### src/rtl/lfsr_normal_ctrl.sv
// lfsr_normal_ctrl
// Sequencer for a free-running 32-bit Fibonacci LFSR. It seeds the LFSR,
// discards a warm-up run, then sums NSAMP truncated uniform words into one
// approximately Gaussian signed sample. Each sample is offered on a
// valid/ready handshake. A seed_load in any state restarts the sequence.
module lfsr_normal_ctrl #(
  parameter int NSAMP  = 16,
  parameter int LOG2N  = 4,
  parameter int SW     = 8,
  parameter int WARMUP = 32,
  parameter int OW     = SW + LOG2N + 1
) (
  input  logic          clk,
  input  logic          rst_n,
  input  logic [31:0]   seed_in,
  input  logic          seed_load,
  input  logic [31:0]   lfsr_num,
  output logic [31:0]   lfsr_seed,
  output logic          lfsr_write,
  output logic [OW-1:0] out_data,
  output logic          out_valid,
  input  logic          out_ready,
  output logic          busy
);

  // Accumulator width: NSAMP words of SW bits can never overflow it.
  localparam int AW  = SW + LOG2N;
  localparam int WCW = $clog2(WARMUP) + 1;
  localparam int CW  = (WCW > LOG2N + 1) ? WCW : LOG2N + 1;

  localparam logic [CW-1:0] WARM_LAST = CW'(WARMUP - 1);
  localparam logic [CW-1:0] ACC_LAST  = CW'(NSAMP - 1);
  // Mean of the sum, subtracted so that the output is centred on zero.
  localparam logic [OW-1:0] OFFSET    = OW'(longint'(NSAMP) << (SW - 1));

  typedef enum logic [2:0] {
    S_IDLE,
    S_SEED,
    S_WARM,
    S_ACCUM,
    S_HOLD
  } state_t;

  state_t          r_state, w_state_nxt;
  logic [AW-1:0]   r_acc,   w_acc_nxt;
  logic [CW-1:0]   r_cnt,   w_cnt_nxt;
  logic [31:0]     r_seed,  w_seed_nxt;
  logic            r_write, w_write_nxt;
  logic [OW-1:0]   r_data,  w_data_nxt;
  logic            r_valid, w_valid_nxt;
  logic            r_busy,  w_busy_nxt;

  logic [AW-1:0]   w_sample;
  logic [AW-1:0]   w_sum;
  logic [31:0]     w_seed_val;
  logic            w_unused_lfsr;

  // Only the top SW bits of each LFSR word are sampled.
  assign w_sample      = AW'(lfsr_num[31 -: SW]);
  assign w_sum         = r_acc + w_sample;
  // An all-zero seed would lock the LFSR up, so it is replaced by 1.
  assign w_seed_val    = (seed_in == '0) ? 32'h0000_0001 : seed_in;
  assign w_unused_lfsr = ^lfsr_num;

  // State and output registers; reset clears everything.
  always_ff @(posedge clk) begin
    if (!rst_n) begin
      r_state <= S_IDLE;
      r_acc   <= '0;
      r_cnt   <= '0;
      r_seed  <= '0;
      r_write <= 1'b0;
      r_data  <= '0;
      r_valid <= 1'b0;
      r_busy  <= 1'b0;
    end else begin
      r_state <= w_state_nxt;
      r_acc   <= w_acc_nxt;
      r_cnt   <= w_cnt_nxt;
      r_seed  <= w_seed_nxt;
      r_write <= w_write_nxt;
      r_data  <= w_data_nxt;
      r_valid <= w_valid_nxt;
      r_busy  <= w_busy_nxt;
    end
  end

  // Next-state and next-output logic. A seed_load takes priority over
  // everything, including a handshake that completes in the same cycle.
  always_comb begin
    w_state_nxt = r_state;
    w_acc_nxt   = r_acc;
    w_cnt_nxt   = r_cnt;
    w_seed_nxt  = r_seed;
    w_data_nxt  = r_data;
    w_valid_nxt = r_valid;

    if (seed_load) begin
      w_seed_nxt  = w_seed_val;
      w_state_nxt = S_SEED;
      w_acc_nxt   = '0;
      w_cnt_nxt   = '0;
      w_valid_nxt = 1'b0;
    end else begin
      case (r_state)
        S_IDLE: begin
          w_state_nxt = S_IDLE;
        end
        S_SEED: begin
          w_state_nxt = S_WARM;
          w_cnt_nxt   = '0;
        end
        S_WARM: begin
          if (r_cnt == WARM_LAST) begin
            w_state_nxt = S_ACCUM;
            w_acc_nxt   = '0;
            w_cnt_nxt   = '0;
          end else begin
            w_cnt_nxt = r_cnt + 1'b1;
          end
        end
        S_ACCUM: begin
          w_acc_nxt = w_sum;
          if (r_cnt == ACC_LAST) begin
            w_data_nxt  = OW'(w_sum) - OFFSET;
            w_valid_nxt = 1'b1;
            w_state_nxt = S_HOLD;
            w_cnt_nxt   = '0;
          end else begin
            w_cnt_nxt = r_cnt + 1'b1;
          end
        end
        S_HOLD: begin
          if (r_valid && out_ready) begin
            w_valid_nxt = 1'b0;
            w_acc_nxt   = '0;
            w_cnt_nxt   = '0;
            w_state_nxt = S_ACCUM;
          end
        end
        default: begin
          w_state_nxt = S_IDLE;
        end
      endcase
    end

    // Write strobe and busy are registered copies of the state being entered.
    w_write_nxt = (w_state_nxt == S_SEED);
    w_busy_nxt  = (w_state_nxt != S_IDLE);
  end

  assign lfsr_seed  = r_seed;
  assign lfsr_write = r_write;
  assign out_data   = r_data;
  assign out_valid  = r_valid;
  assign busy       = r_busy;

endmodule

### config.mk
export PLATFORM = sky130hd
export DESIGN_NAME = lfsr_normal_ctrl
export DESIGN_NICKNAME = d
export VERILOG_FILES = /design/src/rtl/lfsr_normal_ctrl.sv
export SDC_FILE = /design/constraint.sdc
export NUM_CORES = 1
export LEC_CHECK = 0
export ABC_AREA = 0
export CAP_MARGIN = 20
export CORE_MARGIN = 2
export CORE_UTILIZATION = 44
export CTS_CLUSTER_SIZE = 14
export DETAILED_ROUTE_END_ITERATION = 6
export PLACE_DENSITY = 0.8
export SKIP_CTS_REPAIR_TIMING = 1
export SLEW_MARGIN = 20
export SYNTH_ARGS = -nofsm -noshare
export SYNTH_HDL_FRONTEND = slang
export SYNTH_SLANG_ARGS = --single-unit
export TNS_END_PERCENT = 1
### constraint.sdc
create_clock -name clk -period 2.35 [get_ports clk]
set_input_delay 0.235 -clock clk [delete_from_list [all_inputs] [get_ports clk]]
set_output_delay 0.235 -clock clk [all_outputs]
set_load 0.02 [all_outputs]
# Word-level counts from Yosys, hierarchy flattened
# Index checks and enable logic that the tools add are counted.
word_totals:
  wordCells: 50
  inputBits: 68
  register_bits: 69
  output_inout_bits: 48
op_classes:
  n_bitwise: 2
  add_sub_neg: 3
  n_eq_ne: 10
  n_mux: 16
  reduce_logical: 11
op_table:
  columns: ["cell", "count"]
  rows:
  - ["12-bit case mux with 3 select lines", 1]
  - ["32-bit logical NOT", 1]
  - ["32-bit 2-to-1 mux", 1]
  - ["12-bit 2-to-1 mux", 2]
  - ["6-bit case mux with 4 select lines", 1]
  - ["6-bit 2-to-1 mux", 3]
  - ["12-bit by 12-bit subtractor with 13-bit output, second input constant", 1]
  - ["12-bit by 8-bit adder with 12-bit output", 1]
  - ["3-bit 2-to-1 mux", 4]
  - ["3-bit case mux with 4 select lines", 1]
  - ["3-bit AND reduction", 3]
  - ["6-bit by 1-bit adder with 6-bit output, second input constant", 1]
  - ["3-bit by 1-bit equality test with 1-bit output, second input constant", 2]
  - ["3-bit by 2-bit equality test with 1-bit output, second input constant", 2]
  - ["6-bit by 4-bit equality test with 1-bit output, second input constant", 1]
  - ["6-bit by 5-bit equality test with 1-bit output, second input constant", 1]
  - ["2-bit inequality test, second input constant", 3]
  - ["3-bit nonzero test", 2]
  - ["4-bit nonzero test", 1]
  - ["3-bit equality test, second input constant", 1]
  - ["1-bit 2-to-1 mux", 2]
  - ["1-bit NOT", 2]
  - ["1-bit case mux with 2 select lines", 1]
  - ["2-bit AND reduction", 1]
  - ["other kinds (3)", 3]

# Logic depth before layout (Yosys ltp)
# Gate-level depths: netlist of the first run.
logic_depth:
  ltp_word: 5
  depth_mapped: 8
  ltp_nobuf: 7

# Worst setup path after synthesis of the first run
# OpenSTA, ideal clock, no wires.
synth_path:
  path_type: "flip-flop to flip-flop"
  startpoint: "reg r_acc[0]"
  endpoint: "reg r_data[10] (netlist: out_data[10])"
  path_slack_ps: 234
  required_ps: 2264
  period_less_slack_ps: 2116
  path_stages_with_launch: 8
  setup_time_ps: 86
  path_buffers: 0
  arrival_ps: 2030
  cell_sequence: "dfxtp_1 -> ha_1 -> fa_1 -> a21o_1 -> a221oi_1 -> o21ai_0 -> xnor2_1 -> a211oi_1"
synth_via:
  elab_chain_cells: 2
synth_rtl:
  columns: ["element", "line_no", "source"]
  rows:
  - ["from (decl)", "45", "logic [AW-1:0] r_acc, w_acc_nxt;"]
  - ["from (signal assigned)", "78", "r_acc <= w_acc_nxt;"]
  - ["12-bit by 8-bit adder with 12-bit output", "60", "assign w_sum = r_acc + w_sample;"]
  - ["12-bit by 12-bit subtractor with 13-bit output", "125", "w_data_nxt = OW'(w_sum) - OFFSET;"]
  - ["to (signal assigned)", "82", "r_data <= w_data_nxt;"]
  - ["to (decl)", "49", "logic [OW-1:0] r_data, w_data_nxt;"]
# Every way passes these cells.
# A chain may end at the register's enable or synchronous reset.

# Worst setup path after layout of the first run
layout_path:
  startpoint: "in lfsr_num[24]"
  endpoint: "reg r_data[10] (netlist: out_data[10])"
layout_via:
  elab_chain_cells: 2
layout_rtl:
  columns: ["element", "line_no", "source"]
  rows:
  - ["from (decl)", "17", "input logic [31:0] lfsr_num,"]
  - ["12-bit by 8-bit adder with 12-bit output", "60", null]
  - ["12-bit by 12-bit subtractor with 13-bit output", "125", null]
# Every way passes these cells.

==> load_flow_metrics.sql, run 1 <==
INSERT INTO impl_metrics (metric_group, metric, value, unit) VALUES
('floorplan', 'num_rows', '30', ''),
('routing', 'drc', '0', ''),
('logic_synthesis', 'synth_cell_type_count', '58', ''),
('finish', 'nets', '488', ''),
('floorplan', 'top_level_ports', '116', ''),
('finish', 'multi_input_area', '1550', 'sq um'),
('placed_design', 'post_dp_cell_area', '4020', 'sq um'),
('placed_design', 'place.gp.congestion', '0.851', ''),
('global_routing', 'grt.busiest_layer', 'met2', ''),
('sta', 'rsz0062_at_grt', 'no', ''),
('logic_synthesis', 'syn_inst', '318', ''),
('routing', 'antenna_violating_nets_post_route', '0', ''),
('worst_setup_path', 'critical_path_cell_count', '8', ''),
('logic_synthesis', 'ys_seq_area_share', '44.9', '%'),
('logic_synthesis', 'syn_avg_cell_area', '9.53', 'sq um'),
('routing', 'drt_pre_antenna_iters', '4', ''),
('power_and_ir_drop', 'switching_part_of_the_total_power', '22.9', '%'),
('global_routing', 'antenna_found_initial', '0', ''),
('clock_network', 'clock_path_buffers', '2', ''),
('worst_setup_path', 'critical_path_class', 'primary input to flop', ''),
('routing', 'dr_total_vias', '2819', ''),
('sta', 'holdWs', '0.453', 'ns'),
('global_routing', 'grt_usage', '21.8', '%'),
('power_and_ir_drop', 'power_leakage', '0.00169', 'uW'),
('finish', 'post_route_cells_drive_above_1_share', '9.64', '%'),
('sta', 'timing.final.crit_period', '2.14', 'ns'),
('power_and_ir_drop', 'internal_power', '2070', 'uW'),
('placed_design', 'placement.io_buffers', '91', ''),
('clock_network', 'tritoncts', 'done', ''),
('sta', 'post-route-period-util', '90.9', '%'),
('worst_setup_path', 'critPathMaxStageDelay', '0.41', 'ns'),
('global_routing', 'grt.met3_usage', '7.87', '%'),
('status', 'run_status', 'completed', ''),
('finish', 'post_route_design_area', '4270', 'sq um'),
('worst_setup_path', 'cp_num_buf_inv', '1', ''),
('sta', 'finalSetupViolations', '0', ''),
('global_routing', 'overflow_after_grt', '0', ''),
('worst_setup_path', 'worst_ep_required_time', '2.60', 'ns'),
('logic_synthesis', 'synth-edff-count', '0', ''),
('worst_setup_path', 'worst_r2r_path_depth', '6', ''),
('worst_hold_path', 'holdCritPathClass', 'flop to flop', ''),
('global_routing', 'first_global_vias', '2802', ''),
('global_routing', 'grt_util_met1', '26.4', '%'),
('worst_setup_path', 'crit_family', 'compound AO/OA/AOI/OAI gates', ''),
('worst_setup_path', 'crit_chain', 'clkdlybuf4s50_1 -> ha_1 -> fa_1 -> a21o_1 -> a221oi_2 -> o21ai_0 -> xnor2_1 -> a211oi_1', ''),
('worst_setup_path', 'rr_startpoint', 'r_cnt[0]$_SDFFE_PP0P_', ''),
('sta', 'finClkSkew', '0.0101', 'ns'),
('routing', 'detail_route.wl_per_cell', '15.8', 'um'),
('finish', 'num-fill-cells', '562', ''),
('worst_setup_path', 'setup.worst_path.end_class', 'flop', ''),
('routing', 'postRouteWirelength', '7810', 'um'),
('logic_synthesis', 'ffs_w_async_s_r_synth', '0', '%'),
('floorplan', 'floorplan.die.height', '87.0', 'um'),
('clock_network', 'clock-root-buffer', 'clkbuf_8', ''),
('sta', 'fin_tns_setup', '0', 'ns'),
('worst_setup_path', 'startpoint', 'lfsr_num[24]', ''),
('power_and_ir_drop', 'power_density', '629', 'nW/um^2'),
('worst_hold_path', 'hp-start', 'out_data[6]$_SDFFE_PN0P_', ''),
('clock_network', 'cts_made_buffers', '9', ''),
('worst_hold_path', 'hold_path_depth', '2', ''),
('floorplan', 'initial_cell_density_of_the_core', '45.1', '%'),
('power_and_ir_drop', 'power.ir.vdd_worst', '0.000485', 'V'),
('power_and_ir_drop', 'finalPower', '2690', 'uW'),
('placed_design', 'place.detailed.hpwl', '5680', 'um'),
('floorplan', 'die_area', '7570', 'sq um'),
('worst_setup_path', 'crit_path_start_kind', 'primary input', ''),
('finish', 'area_growth', '41.0', '%'),
('logic_synthesis', 'synthesis.nets', '396', ''),
('routing', 'via_per_instance_ratio', '5.69', ''),
('logic_synthesis', 'ys.warnings.count', '0', ''),
('routing', 'initialDrtViolationCount', '128', '');
worst paths after layout:
kind | end | slack [ns]
worst max-delay path | out_data[10]$_SDFFE_PN0P_ | 0.21
worst min-delay path | out_data[6]$_SDFFE_PN0P_ | 0.45
worst max register to register | busy$_SDFF_PN0_ | 0.22
worst min register to register | out_data[6]$_SDFFE_PN0P_ | 0.45
cells by family after synthesis:
kind of cell	count (synthesis)	synth area share, %
muxes	4	1.49
buffers and inverters	26	4.46
and+or+nand+nor	101	17.1
xor gates and xnor gates	9	2.60
AOI/OAI and AO/OA	100	25.1
DFF	68	44.9
adders and majority gates	10	4.38
flip-flops by register name, indices dropped and copies added, names as in the netlist:
register	flops
lfsr_seed	32
out_data	12
r_acc	12
r_cnt	6
r_state	3
busy	1
lfsr_write	1
out_valid	1
layout make-up:
| type | instances | area share [%] |
|---|---|---|
| Clock inverter | 6 | 2.64 |
| Inverter | 3 | 0.264 |
| Clock buffer | 10 | 2.99 |
| Sequential cell | 68 | 31.9 |
| Multi-Input combinational cell | 224 | 36.3 |
| Timing Repair Buffer | 104 | 23.6 |
| Tap cell | 80 | 2.34 |
placed cells by master, fill, tap and decap left out, types with 7 or more instances in the layout:
cell,count
clkdlybuf4s50_1,91
dfxtp_1,68
a21oi_1,18
nor2_1,24
nand3_1,7
a22oi_1,7
o21ai_0,9
a22o_1,34
ha_1,9
clkbuf_8,9
nand2_1,25
buf_4,13
nor4_1,8
stage by stage:
step	instances	utilization, %	setup slack, ns
after global placement	479	59.8	-0.176
after CTS	495	63.4	0.127
after global routing	495	63.6	0.0742
after detailed placement	479	59.8	-0.237
after floorplan	318	-	0.234
final	495	63.6	0.215
metal layers:
| layer | vias to the layer above | routed length (um) |
|---|---|---|
| met4 | 0 | 79 |
| met2 | 102 | 3810 |
| met1 | 1335 | 3340 |
| li1 | 1374 | - |
| met3 | 8 | 580 |
| met5 | - | 0 |
synthesized netlist by cell type, drive strengths merged (4+ instances only):
cell type  number  area, sq um
a211oi          5         47.5
a21o            4         31.3
a21oi          19         98.9
a22o           34          298
a22oi           7         52.6
and3            7         45.1
buf            10         71.3
clkbuf         13         52.6
dfxtp          68         1360
ha              9          113
nand2          25         93.8
nand3           7         35.0
nand4           6         37.5
nor2           24         90.1
nor2b           6         37.5
nor4            8         50.1
o21ai           9         45.0
xnor2           6         52.6
worst register-to-register path, cell delays in order, from the launching register on:
cell and delay (ns):
dfxtp_1 0.37, ha_1 0.26, and4b_1 0.41, mux2_4 0.34, a211oi_2 0.21, nor2_1 0.08
or3_1 0.36
power by group through the flow:
stage               sequential [uW]  combinational (uW)  clock [uW]
CTS                            1210                 332        1170
detailed placement             1240                 330           0
global placement               1240                 324           0
floorplan                      1280                 107           0
global route                   1220                 356        1220
finish                         1210                 331        1150
Power figures use the tool's default switching activity.
==> run 2: changes to the inputs <==
--- a/config.mk
+++ b/config.mk
@@ -11,6 +11,7 @@
 export CORE_UTILIZATION = 44
 export CTS_CLUSTER_SIZE = 14
 export DETAILED_ROUTE_END_ITERATION = 6
+export HOLD_SLACK_MARGIN = 0.03
 export PLACE_DENSITY = 0.8
 export SKIP_CTS_REPAIR_TIMING = 1
 export SLEW_MARGIN = 20
==> results of run 2 <==
The final DEF is identical to that of run 1; final timing and power are the same.
==> run 3: changes to the inputs <==
--- a/config.mk
+++ b/config.mk
@@ -7,7 +7,6 @@
 export LEC_CHECK = 0
 export ABC_AREA = 0
 export CAP_MARGIN = 20
-export CORE_MARGIN = 2
 export CORE_UTILIZATION = 44
 export CTS_CLUSTER_SIZE = 14
 export DETAILED_ROUTE_END_ITERATION = 6
==> run 3 against run 2 <==
Compared with the run above: cell count decreased by 0.61%; setup slack got worse by 0.066 ns; critical path type unchanged; combinational power about the same; clock skew decreased by 0.0024 ns.
==> load_flow_metrics.sql, run 3 (same netlist as run 1, synthesis figures left out) <==
INSERT INTO impl_metrics (metric_group, metric, value, unit) VALUES
('clock_network', 'cts_htree_levels', '3', ''),
('power_and_ir_drop', 'power.switching', '616', 'uW'),
('sta', 'timing_worst_slew_pin_value', '0.697', 'ns'),
('sta', 'relSlewSlack', '53.5', '%'),
('finish', 'area_growth', '42.2', '%'),
('floorplan', 'core', '6490', 'sq um'),
('worst_hold_path', 'hp-start', 'out_data[6]$_SDFFE_PN0P_', ''),
('routing', 'initialDrtViolationCount', '136', ''),
('power_and_ir_drop', 'power.ir.vdd_worst', '0.000398', 'V'),
('finish', 'antenna_diode_count', '0', ''),
('finish', 'multi_input_area', '1540', 'sq um'),
('global_routing', 'grt_max_degree', '32', ''),
('power_and_ir_drop', 'finalPower', '2900', 'uW'),
('clock_network', 'clock_path_buffers', '2', ''),
('floorplan', 'dieWidth', '85.0', 'um'),
('floorplan', 'top_level_ports', '116', ''),
('worst_hold_path', 'hold_end', 'out_data[6]$_SDFFE_PN0P_', ''),
('worst_setup_path', 'rr_startpoint', 'r_acc[0]$_SDFFE_PP0P_', ''),
('clock_network', 'cts_made_buffers', '9', ''),
('power_and_ir_drop', 'share_clk_of_total_power', '46.8', '%'),
('worst_setup_path', 'worst_ep_required_time', '2.60', 'ns'),
('routing', 'antenna_violating_nets_post_route', '0', ''),
('sta', 'timing.final.crit_period', '2.20', 'ns'),
('worst_setup_path', 'setup.worst_path.end_class', 'flop', ''),
('status', 'run_status', 'completed', ''),
('floorplan', 'num_rows', '29', ''),
('worst_hold_path', 'holdCritPathClass', 'flop to flop', ''),
('sta', 'timing_max_transition_violations_final', '0', ''),
('power_and_ir_drop', 'power_density', '673', 'nW/um^2'),
('power_and_ir_drop', 'power.share.combinational', '11.4', '%'),
('finish', 'final_core_util', '66.3', '%'),
('routing', 'drc', '0', ''),
('global_routing', 'grt_usage', '22.3', '%'),
('finish', 'nets', '488', ''),
('placed_design', 'place.detailed.hpwl', '5570', 'um'),
('worst_setup_path', 'worstPathMaxFanout', '3', ''),
('sta', 'finalSetupViolations', '0', ''),
('sta', 'finClkSkew', '0.00772', 'ns'),
('global_routing', 'antenna_found_initial', '0', ''),
('worst_setup_path', 'critical_path_class', 'primary input to flop', ''),
('worst_setup_path', 'crit_path_start_kind', 'primary input', ''),
('sta', 'fmaxAchievable', '0.454', 'GHz'),
('clock_network', 'tritoncts', 'done', ''),
('finish', 'most-common-layout-cells', 'clkdlybuf4s50_1 (91), dfxtp_1 (68), a22o_1 (34), nand2_1 (25), nor2_1 (24)', ''),
('worst_setup_path', 'timing.reg2reg.setup_slack', '0.16', 'ns'),
('power_and_ir_drop', 'seq_power_share', '41.8', '%'),
('power_and_ir_drop', 'switching_part_of_the_total_power', '21.2', '%'),
('routing', 'dr_total_vias', '2819', ''),
('floorplan', 'die_area', '7220', 'sq um'),
('finish', 'register_area', '1360', 'sq um'),
('finish', 'post_route_cells_drive_above_1_share', '9.64', '%'),
('worst_setup_path', 'worstReg2RegEnd', 'out_data[10]$_SDFFE_PN0P_', ''),
('clock_network', 'clock-root-buffer', 'clkbuf_8', ''),
('floorplan', 'floorplan.die.height', '85.0', 'um'),
('sta', 'rsz0062_at_grt', 'no', ''),
('global_routing', 'grt_first_pass_wirelength', '12800', 'um'),
('routing', 'detail_route.wl_per_cell', '15.7', 'um'),
('finish', 'num-fill-cells', '524', ''),
('finish', 'largest_register_ff_count', '32', ''),
('routing', 'postRouteWirelength', '7740', 'um'),
('routing', 'via_per_instance_ratio', '5.73', ''),
('placed_design', 'place.gp.congestion', '0.915', ''),
('global_routing', 'first_global_vias', '2760', ''),
('global_routing', 'overflow_after_grt', '0', ''),
('sta', 'post-route-period-util', '93.7', '%'),
('clock_network', 'clock-sinks', '68', ''),
('worst_setup_path', 'timing.critical_path.arrival', '2.45', 'ns'),
('power_and_ir_drop', 'power_leakage', '0.00171', 'uW'),
('floorplan', 'initial_cell_density_of_the_core', '46.7', '%'),
('run', 'max-cap-violations', '0', ''),
('routing', 'drt_pre_antenna_iters', '4', ''),
('sta', 'finalHoldViolations', '0', ''),
('clock_network', 'clkLatencyLatePin', '0.34', 'ns'),
('power_and_ir_drop', 'internal_power', '2280', 'uW'),
('worst_setup_path', 'worst_r2r_path_depth', '8', ''),
('finish', 'layout_commonest_cell', 'clkdlybuf4s50_1', ''),
('worst_hold_path', 'hold_path_depth', '2', ''),
('placed_design', 'placement.io_buffers', '91', ''),
('clock_network', 'worst_setup_hold_path_clk_slew', '0.07', 'ns');
==> run 3: area by class of cell <==
| type | count | share of cell area (%) |
|---|---|---|
| clock buffer | 9 | 2.88 |
| clock inverter | 7 | 3.78 |
| inverter | 3 | 0.261 |
| multi-input combinational | 224 | 35.8 |
| sequential | 68 | 31.6 |
| tap | 77 | 2.24 |
| timing repair buffer | 104 | 23.4 |
==> run 3: layer usage <==
metal | vias to the layer above | global-route usage [%] | routed length [um]
met3 | 16 | 6.52 | 616
met4 | 0 | 8.94 | 144
met5 | - | 0 | 0
met2 | 97 | 36.1 | 3710
li1 | 1373 | - | -
met1 | 1333 | 28.0 | 3270
==> run 3: power by group through the flow <==
stage | combinational (uW) | clock (uW) | sequential (uW)
2_1_floorplan | 107 | 0 | 1280
5_1_grt | 354 | 1440 | 1220
3_3_place_gp | 324 | 0 | 1240
4_1_cts | 333 | 1380 | 1210
3_5_place_dp | 330 | 0 | 1240
6_report | 331 | 1360 | 1210
==> run 3: worst max path at each step <==
stage                                startpoint                         to  slack (ns)  cells past startpoint
after floorplan           r_acc[0]$_SDFFE_PP0P_  out_data[10]$_SDFFE_PN0P_        0.23                      7
after global placement             lfsr_num[24]  out_data[10]$_SDFFE_PN0P_       -0.15                      9
after detailed placement           lfsr_num[24]  out_data[10]$_SDFFE_PN0P_       -0.16                      9
after CTS                 r_acc[0]$_SDFFE_PP0P_  out_data[10]$_SDFFE_PN0P_        0.15                      8
after global routing      r_acc[0]$_SDFFE_PP0P_  out_data[10]$_SDFFE_PN0P_       0.004                      8
final                              lfsr_num[24]  out_data[10]$_SDFFE_PN0P_        0.15                      9
==> run 3: stage by stage <==
stage                     cell area, sq um  TNS [ns]  cells  setup WS, ns  hold slack [ns]
after global placement                4020    -0.272    476        -0.155            0.442
after detailed placement              4020    -0.329    476        -0.163            0.448
after floorplan                       3030         0    318         0.234            0.325
after CTS                             4310         0    492         0.153            0.458
after global routing                  4310         0    492       0.00442            0.488
final                                 4310         0    492         0.149            0.457
==> run 3: critical path: stages <==
cell and delay, ns:
clkdlybuf4s50_1 0.40, ha_1 0.24, fa_1 0.40, a21o_1 0.21, a221oi_1 0.24, buf_4 0.17
o21ai_0 0.15, xnor2_1 0.17, a211oi_1 0.24
